--- src/rtl/llc_set_read_stage.sv ---
// llc_set_read_stage
// Takes decoded set/tag/kind packets from the LLC input decoder and issues
// the set read to the tag/state SRAM. The fixed-latency read data is
// re-joined with its packet and buffered for the lookup stage behind
// valid/ready. Credits (request reg + alignment pipe + buffer) are capped at
// DEPTH, so every issued read is guaranteed a buffer slot.
// Optional feature: define LLC_SET_READ_HAZARD_EN to block accepts that would
// read a set being written in the same cycle.
// Reset: rst is synchronous and active-low.
`timescale 1ns/1ps

module llc_set_read_stage #(
  parameter int SET_BITS = 8,
  parameter int TAG_BITS = 16,
  parameter int DATA_W   = 128,
  parameter int RD_LAT   = 2,
  parameter int DEPTH    = 4
) (
  input  logic                      clk,
  input  logic                      rst,
  input  logic                      decode_push,
  input  logic [SET_BITS-1:0]       decode_set,
  input  logic [TAG_BITS-1:0]       decode_tag,
  input  logic [2:0]                decode_kind,
  output logic                      mem_full,
  output logic                      rd_set_en,
  output logic                      sram_rd_en,
  output logic [SET_BITS-1:0]       sram_rd_set,
  input  logic [DATA_W-1:0]         sram_rd_data,
  input  logic                      sram_wr_en,
  input  logic [SET_BITS-1:0]       sram_wr_set,
  output logic                      lookup_valid,
  input  logic                      lookup_ready,
  output logic [SET_BITS-1:0]       lookup_set,
  output logic [TAG_BITS-1:0]       lookup_tag,
  output logic [2:0]                lookup_kind,
  output logic [DATA_W-1:0]         lookup_data,
  output logic [$clog2(DEPTH):0]    occupancy
);

  localparam int PTR_W = $clog2(DEPTH);
  localparam int OCC_W = PTR_W + 1;

  typedef struct packed {
    logic [SET_BITS-1:0] set;
    logic [TAG_BITS-1:0] tag;
    logic [2:0]          kind;
  } pkt_t;

  typedef struct packed {
    pkt_t              pkt;
    logic [DATA_W-1:0] data;
  } entry_t;

  logic              accept;
  logic              credit_full;
  logic              hazard;
  logic              req_valid;
  pkt_t              req_pkt;
  logic [RD_LAT-1:0] pipe_valid;
  pkt_t              pipe_pkt [RD_LAT];
  entry_t            fifo_mem [DEPTH];
  logic [OCC_W-1:0]  wr_ptr;
  logic [OCC_W-1:0]  rd_ptr;
  logic [OCC_W-1:0]  fifo_count;
  logic              fifo_wr;
  logic              fifo_rd;
  logic              fifo_full;
  entry_t            head;

  // Same-set read/write hazard blocks the accept combinationally.
`ifdef LLC_SET_READ_HAZARD_EN
  assign hazard = decode_push && sram_wr_en && (decode_set == sram_wr_set);
`else
  logic unused_wr;
  assign unused_wr = ^{sram_wr_en, sram_wr_set};
  assign hazard    = 1'b0;
`endif

  // Reserved credits: request reg + alignment pipe + buffered entries.
  // NOTE: every variable driven in always_comb gets a value before any
  // conditional logic, so no path leaves it unassigned and no latch appears.
  always_comb begin
    occupancy = fifo_count + OCC_W'(req_valid);
    for (int i = 0; i < RD_LAT; i++) begin
      occupancy = occupancy + OCC_W'(pipe_valid[i]);
    end
  end

  assign credit_full = (occupancy == OCC_W'(DEPTH));
  assign mem_full    = credit_full || hazard;
  assign rd_set_en   = !mem_full;
  assign accept      = decode_push && !mem_full;

  assign sram_rd_en  = req_valid;
  assign sram_rd_set = req_pkt.set;

  // Request register: capture an accepted packet, strobe the SRAM next cycle.
  // NOTE: clocked state uses non-blocking assignments so every flop samples
  // the pre-edge values regardless of statement order.
  always_ff @(posedge clk) begin
    if (!rst) begin
      req_valid <= 1'b0;
      req_pkt   <= '0;
    end else begin
      req_valid <= accept;
      if (accept) begin
        req_pkt <= '{set: decode_set, tag: decode_tag, kind: decode_kind};
      end
    end
  end

  // Alignment pipe valids: cleared on reset so late SRAM data is ignored.
  always_ff @(posedge clk) begin
    if (!rst) begin
      pipe_valid <= '0;
    end else begin
      pipe_valid[0] <= req_valid;
      for (int i = 1; i < RD_LAT; i++) begin
        pipe_valid[i] <= pipe_valid[i-1];
      end
    end
  end

  // Alignment pipe payload: only meaningful under its valid, so no reset.
  always_ff @(posedge clk) begin
    pipe_pkt[0] <= req_pkt;
    for (int i = 1; i < RD_LAT; i++) begin
      pipe_pkt[i] <= pipe_pkt[i-1];
    end
  end

  assign fifo_wr      = pipe_valid[RD_LAT-1];
  assign fifo_count   = wr_ptr - rd_ptr;
  assign fifo_full    = (fifo_count == OCC_W'(DEPTH));
  assign lookup_valid = (fifo_count != '0);
  assign fifo_rd      = lookup_valid && lookup_ready;

  // Output buffer: circular pointers with a wrap bit; writes join pipe + data.
  // NOTE: the storage is reset because its head drives lookup_* directly and
  // those outputs must read zero after reset; with only DEPTH entries the
  // cost is small.
  always_ff @(posedge clk) begin
    if (!rst) begin
      wr_ptr <= '0;
      rd_ptr <= '0;
      for (int i = 0; i < DEPTH; i++) begin
        fifo_mem[i] <= '0;
      end
    end else begin
      if (fifo_wr) begin
        fifo_mem[wr_ptr[PTR_W-1:0]] <= '{pkt: pipe_pkt[RD_LAT-1], data: sram_rd_data};
        wr_ptr <= wr_ptr + 1'b1;
      end
      if (fifo_rd) begin
        rd_ptr <= rd_ptr + 1'b1;
      end
    end
  end

  assign head        = fifo_mem[rd_ptr[PTR_W-1:0]];
  assign lookup_set  = head.pkt.set;
  assign lookup_tag  = head.pkt.tag;
  assign lookup_kind = head.pkt.kind;
  assign lookup_data = head.data;

endmodule

--- config.mk ---
export PLATFORM = sky130hd
export DESIGN_NAME = llc_set_read_stage
export DESIGN_NICKNAME = d
export VERILOG_FILES = /design/src/rtl/llc_set_read_stage.sv
export SDC_FILE = /design/constraint.sdc
export NUM_CORES = 1
export LEC_CHECK = 0
export CAP_MARGIN = 20
export CORE_MARGIN = 4
export CORE_UTILIZATION = 45
export CTS_CLUSTER_DIAMETER = 100
export DETAILED_ROUTE_END_ITERATION = 16
export PLACE_DENSITY_LB_ADDON = 0.2
export RECOVER_POWER = 100
export SETUP_SLACK_MARGIN = 0.4
export SLEW_MARGIN = 30
export SYNTH_ARGS = -nofsm -noshare
export SYNTH_HDL_FRONTEND = slang
export SYNTH_SLANG_ARGS = --single-unit
--- constraint.sdc ---
create_clock -name clk -period 7.42 [get_ports clk]
set_clock_uncertainty 0.1 [all_clocks]
set_input_delay 1.113 -clock clk [delete_from_list [all_inputs] [get_ports clk]]
set_output_delay 1.113 -clock clk [all_outputs]
set_load 0.005 [all_outputs]
==> out/qor.yml <==
routing:
  drtAntennaViolNets: 0
  highest_layer: "met5"
  vias: 15800
  via_per_inst: 5.30
  met1_length_um: 28500
  wl_met2_um: 35500
  route.detailed.drc: 0
  drt_pass1_iterations: 5
  drt-initial-drc-count: 958
  wl_met3_um: 3960
  wl_um: 69700
  wl_per_cell_um: 23.5
global_route:
  grt_overflow_total: 0
  grt_usage_pct: 19.9
  first_global_vias: 16800
  grt_max_degree: 138
  antenna_found_initial: 8
  grt_pass1_wl_um: 105000
place:
  place_hpwl_um: 37200
  io_buffers: 328
  gp_congestion: 0.718
setup_path:
  crit_family: "buffers and inverters"
  path_buf_inv: 3
  crit_chain: "buf_6 > clkbuf_2 > nand2b_4 > buf_12"
  cp.required_ns: 7.62
  crit_path_start_kind: "primary input"
  worstPathMaxFanout: 137
  crit_type: "in2reg"
  crit_path_max_incr_delay_ns: 2.52
  arrival_ns: 6.01
  end_kind: "flop"
  slowest_stage: "clkbuf_2"
pwr:
  power_frac_seq_pct: 46.8
  pwr-share-clk_pct: 35.0
  p_comb_share_pct: 18.2
  p_per_area_nw_per_um2: 281
  vdd_drop_max_mv: 0.243
  p_int_mw: 7.58
  switching_power_mw: 2.43
  swShare_pct: 24.3
  p_leak_nw: 13.3
clock_network:
  cts_resized: 0
  cts_made_buffers: 74
  cts.sinks: 712
  cts_tree: "built"
  ctsHoldBuffers: 0
  clk_pin_slew_ns: 0.06
  clk_latency_ns: 0.60
  cts_root_buf: "clkbuf_16"
  post_cts.repair.setup_buffers: 0
  clockBufferDepth: 3
  htree_levels: 3
die:
  die_area_um2: 69400
  num_rows: 93
  die_h_um: 264
  start_util_pct: 45.5
  die_w_um: 264
  io_pins: 338
  core_area_um2: 64600
final_layout:
  drive_gt1_share_pct: 13.4
  final_nets: 2227
  seq_area_um2: 20500
  nFillCells: 5147
  syn_to_final_growth_pct: 21.4
  multi_input_area_um2: 8230
synthesis:
  ys_seq_elements: 712
  synthMuxAreaShare_pct: 12.9
  syn_area_per_cell_um2: 16.7
  synth_nets: 1935
  yosysSeqAreaShare_pct: 69.6
  synth-simple-area-share_pct: 14.4
  synth_warnings: 0
  ys_types: 30
  yosys.area_share.adder_pct: 0.375
  syn_inst: 1760
  yosys.area_share.xor_xnor_pct: 0.230
  synth_top_family_by_area: "simple AND/OR/NAND/NOR gates"
  synth_compound_area_share_pct: 0.0852
  syn_area_um2: 29400
timing:
  fmax_mhz: 172
  worstMarginPinSlew_ns: 3.46
  report.final.slew_viol_count: 684
  rsz0062_at_grt: "false"
  fin_tns_setup_ns: 0
  period_minus_slack_ns: 5.81
  period_share_pct: 78.4
  hold_violations: 0
  holdWs_ns: 0.223
  setup_viol: 0
  slew-limit-headroom_pct: -131
run_status:
  status: "finished with violations"
  violations: "capacitance limit, slew limit"
hold_path:
  hold_path_class: "reg2reg"
flow_run:
  cap_violations: 11
area by class of cell:
| class | count | area share [%] |
|---|---|---|
| Sequential cell | 712 | 57.4 |
| Clock buffer | 101 | 5.79 |
| Antenna cell | 7 | 0.0491 |
| Timing Repair Buffer | 355 | 10.0 |
| Multi-Input combinational cell | 899 | 23.1 |
| Inverter | 10 | 0.105 |
| Tap cell | 855 | 3.00 |
| Clock inverter | 31 | 0.593 |
metal layers:
metal / track usage (%) / vias up
met4: 6.04 / 4
li1: - / 7126
met3: 3.72 / 101
met5: 0 / -
met1: 26.3 / 8100
met2: 33.6 / 423
cells by family (layout without fill, tap and decap cells):
| logic type | count (synthesis) | after routing |
|---|---|---|
| other cells | 0 | 7 |
| mux | 184 | 184 |
| compound gates | 3 | 3 |
| simple gates | 700 | 700 |
| flops | 712 | 712 |
| xor+xnor | 5 | 5 |
| buf+inv | 149 | 497 |
| fa+ha+maj | 7 | 7 |
registers in the layout (all words and copies together), names as in the netlist, named ones only:
name / flops
sram_rd_en: 1
wr_ptr: 3
fifo_mem: 620
pipe_valid: 2
rd_ptr: 3
pipe_pkt: 54
sram_rd_set: 8
req_pkt: 19
worst paths after layout:
check                  startpoint  slack (ns)               end  cells past startpoint
setup / recovery              rst        1.61  fifo_mem[2][139]                      4
hold / removal    pipe_pkt[0][18]        0.22   pipe_pkt[0][45]                      0
setup reg to reg    pipe_valid[1]        1.90   fifo_mem[3][84]                      3
hold reg to reg   pipe_pkt[0][18]        0.22   pipe_pkt[0][45]                      0
power groups by stage:
stage          clock [mW]  sequential, mW  combinational (mW)
4_1_cts              3.60            4.69                1.95
6_report             3.51            4.68                1.82
3_3_place_gp            0            4.78                1.92
3_5_place_dp            0            4.77                1.94
2_1_floorplan           0            4.72                1.01
5_1_grt              3.76            4.71                1.96
synthesized netlist by cell type:
cell type / number / area, um^2
a21boi_2: 1 / 11.3
a31o_2: 1 / 8.76
and2_1: 473 / 2960
and3_1: 155 / 970
buf_1: 4 / 15.0
buf_12: 2 / 40.0
buf_2: 54 / 270
buf_4: 13 / 97.6
buf_6: 1 / 11.3
clkbuf_1: 65 / 244
dfxtp_1: 92 / 1840
edfxtp_1: 620 / 18600
fa_1: 3 / 60.1
ha_1: 4 / 50.1
inv_1: 9 / 33.8
inv_2: 1 / 3.75
mux2i_1: 29 / 290
mux4_2: 155 / 3490
nand2_1: 59 / 221
nand2b_1: 4 / 25.0
nand3_1: 4 / 20.0
nor2_1: 1 / 3.75
nor2b_1: 1 / 6.26
nor3_1: 2 / 10.0
nor3b_1: 1 / 7.51
o21ai_1: 1 / 5.00
xnor2_1: 2 / 17.5
xnor2_2: 1 / 16.3
xor2_1: 1 / 8.76
xor3_2: 1 / 25.0
cells in the final DEF (no fill, tap or decap), types with 4 or more instances in the layout:
| cell | count |
|---|---|
| clkbuf_16 | 77 |
| dfxtp_1 | 91 |
| mux4_2 | 155 |
| clkdlybuf4s50_1 | 192 |
| ha_1 | 4 |
| nand2_1 | 59 |
| dlygate4sd3_1 | 135 |
| inv_1 | 10 |
| clkbuf_8 | 5 |
| clkinv_2 | 11 |
| mux2i_1 | 29 |
| and2_0 | 200 |
| and3_1 | 155 |
| edfxtp_1 | 620 |
| and2_1 | 273 |
| diode_2 | 7 |
| clkbuf_2 | 4 |
| buf_12 | 7 |
| clkinv_1 | 11 |
| clkbuf_1 | 28 |
| nand3_1 | 4 |
metrics by stage:
step / instances / cell area (um^2) / util, % / setup slack [ns] / power (mW)
2_1_floorplan: 1760 / 29400 / - / 1.08 / 5.73
3_5_place_dp: 2830 / 33400 / 51.8 / 3.14 / 6.71
4_1_cts: 2962 / 35700 / 55.3 / 2.45 / 10.2
3_3_place_gp: 2829 / 33400 / 51.7 / 3.15 / 6.70
5_1_grt: 2968 / 35700 / 55.2 / 1.16 / 10.4
6_report: 2970 / 35700 / 55.2 / 1.61 / 10.0
Power figures use the tool's default switching activity.
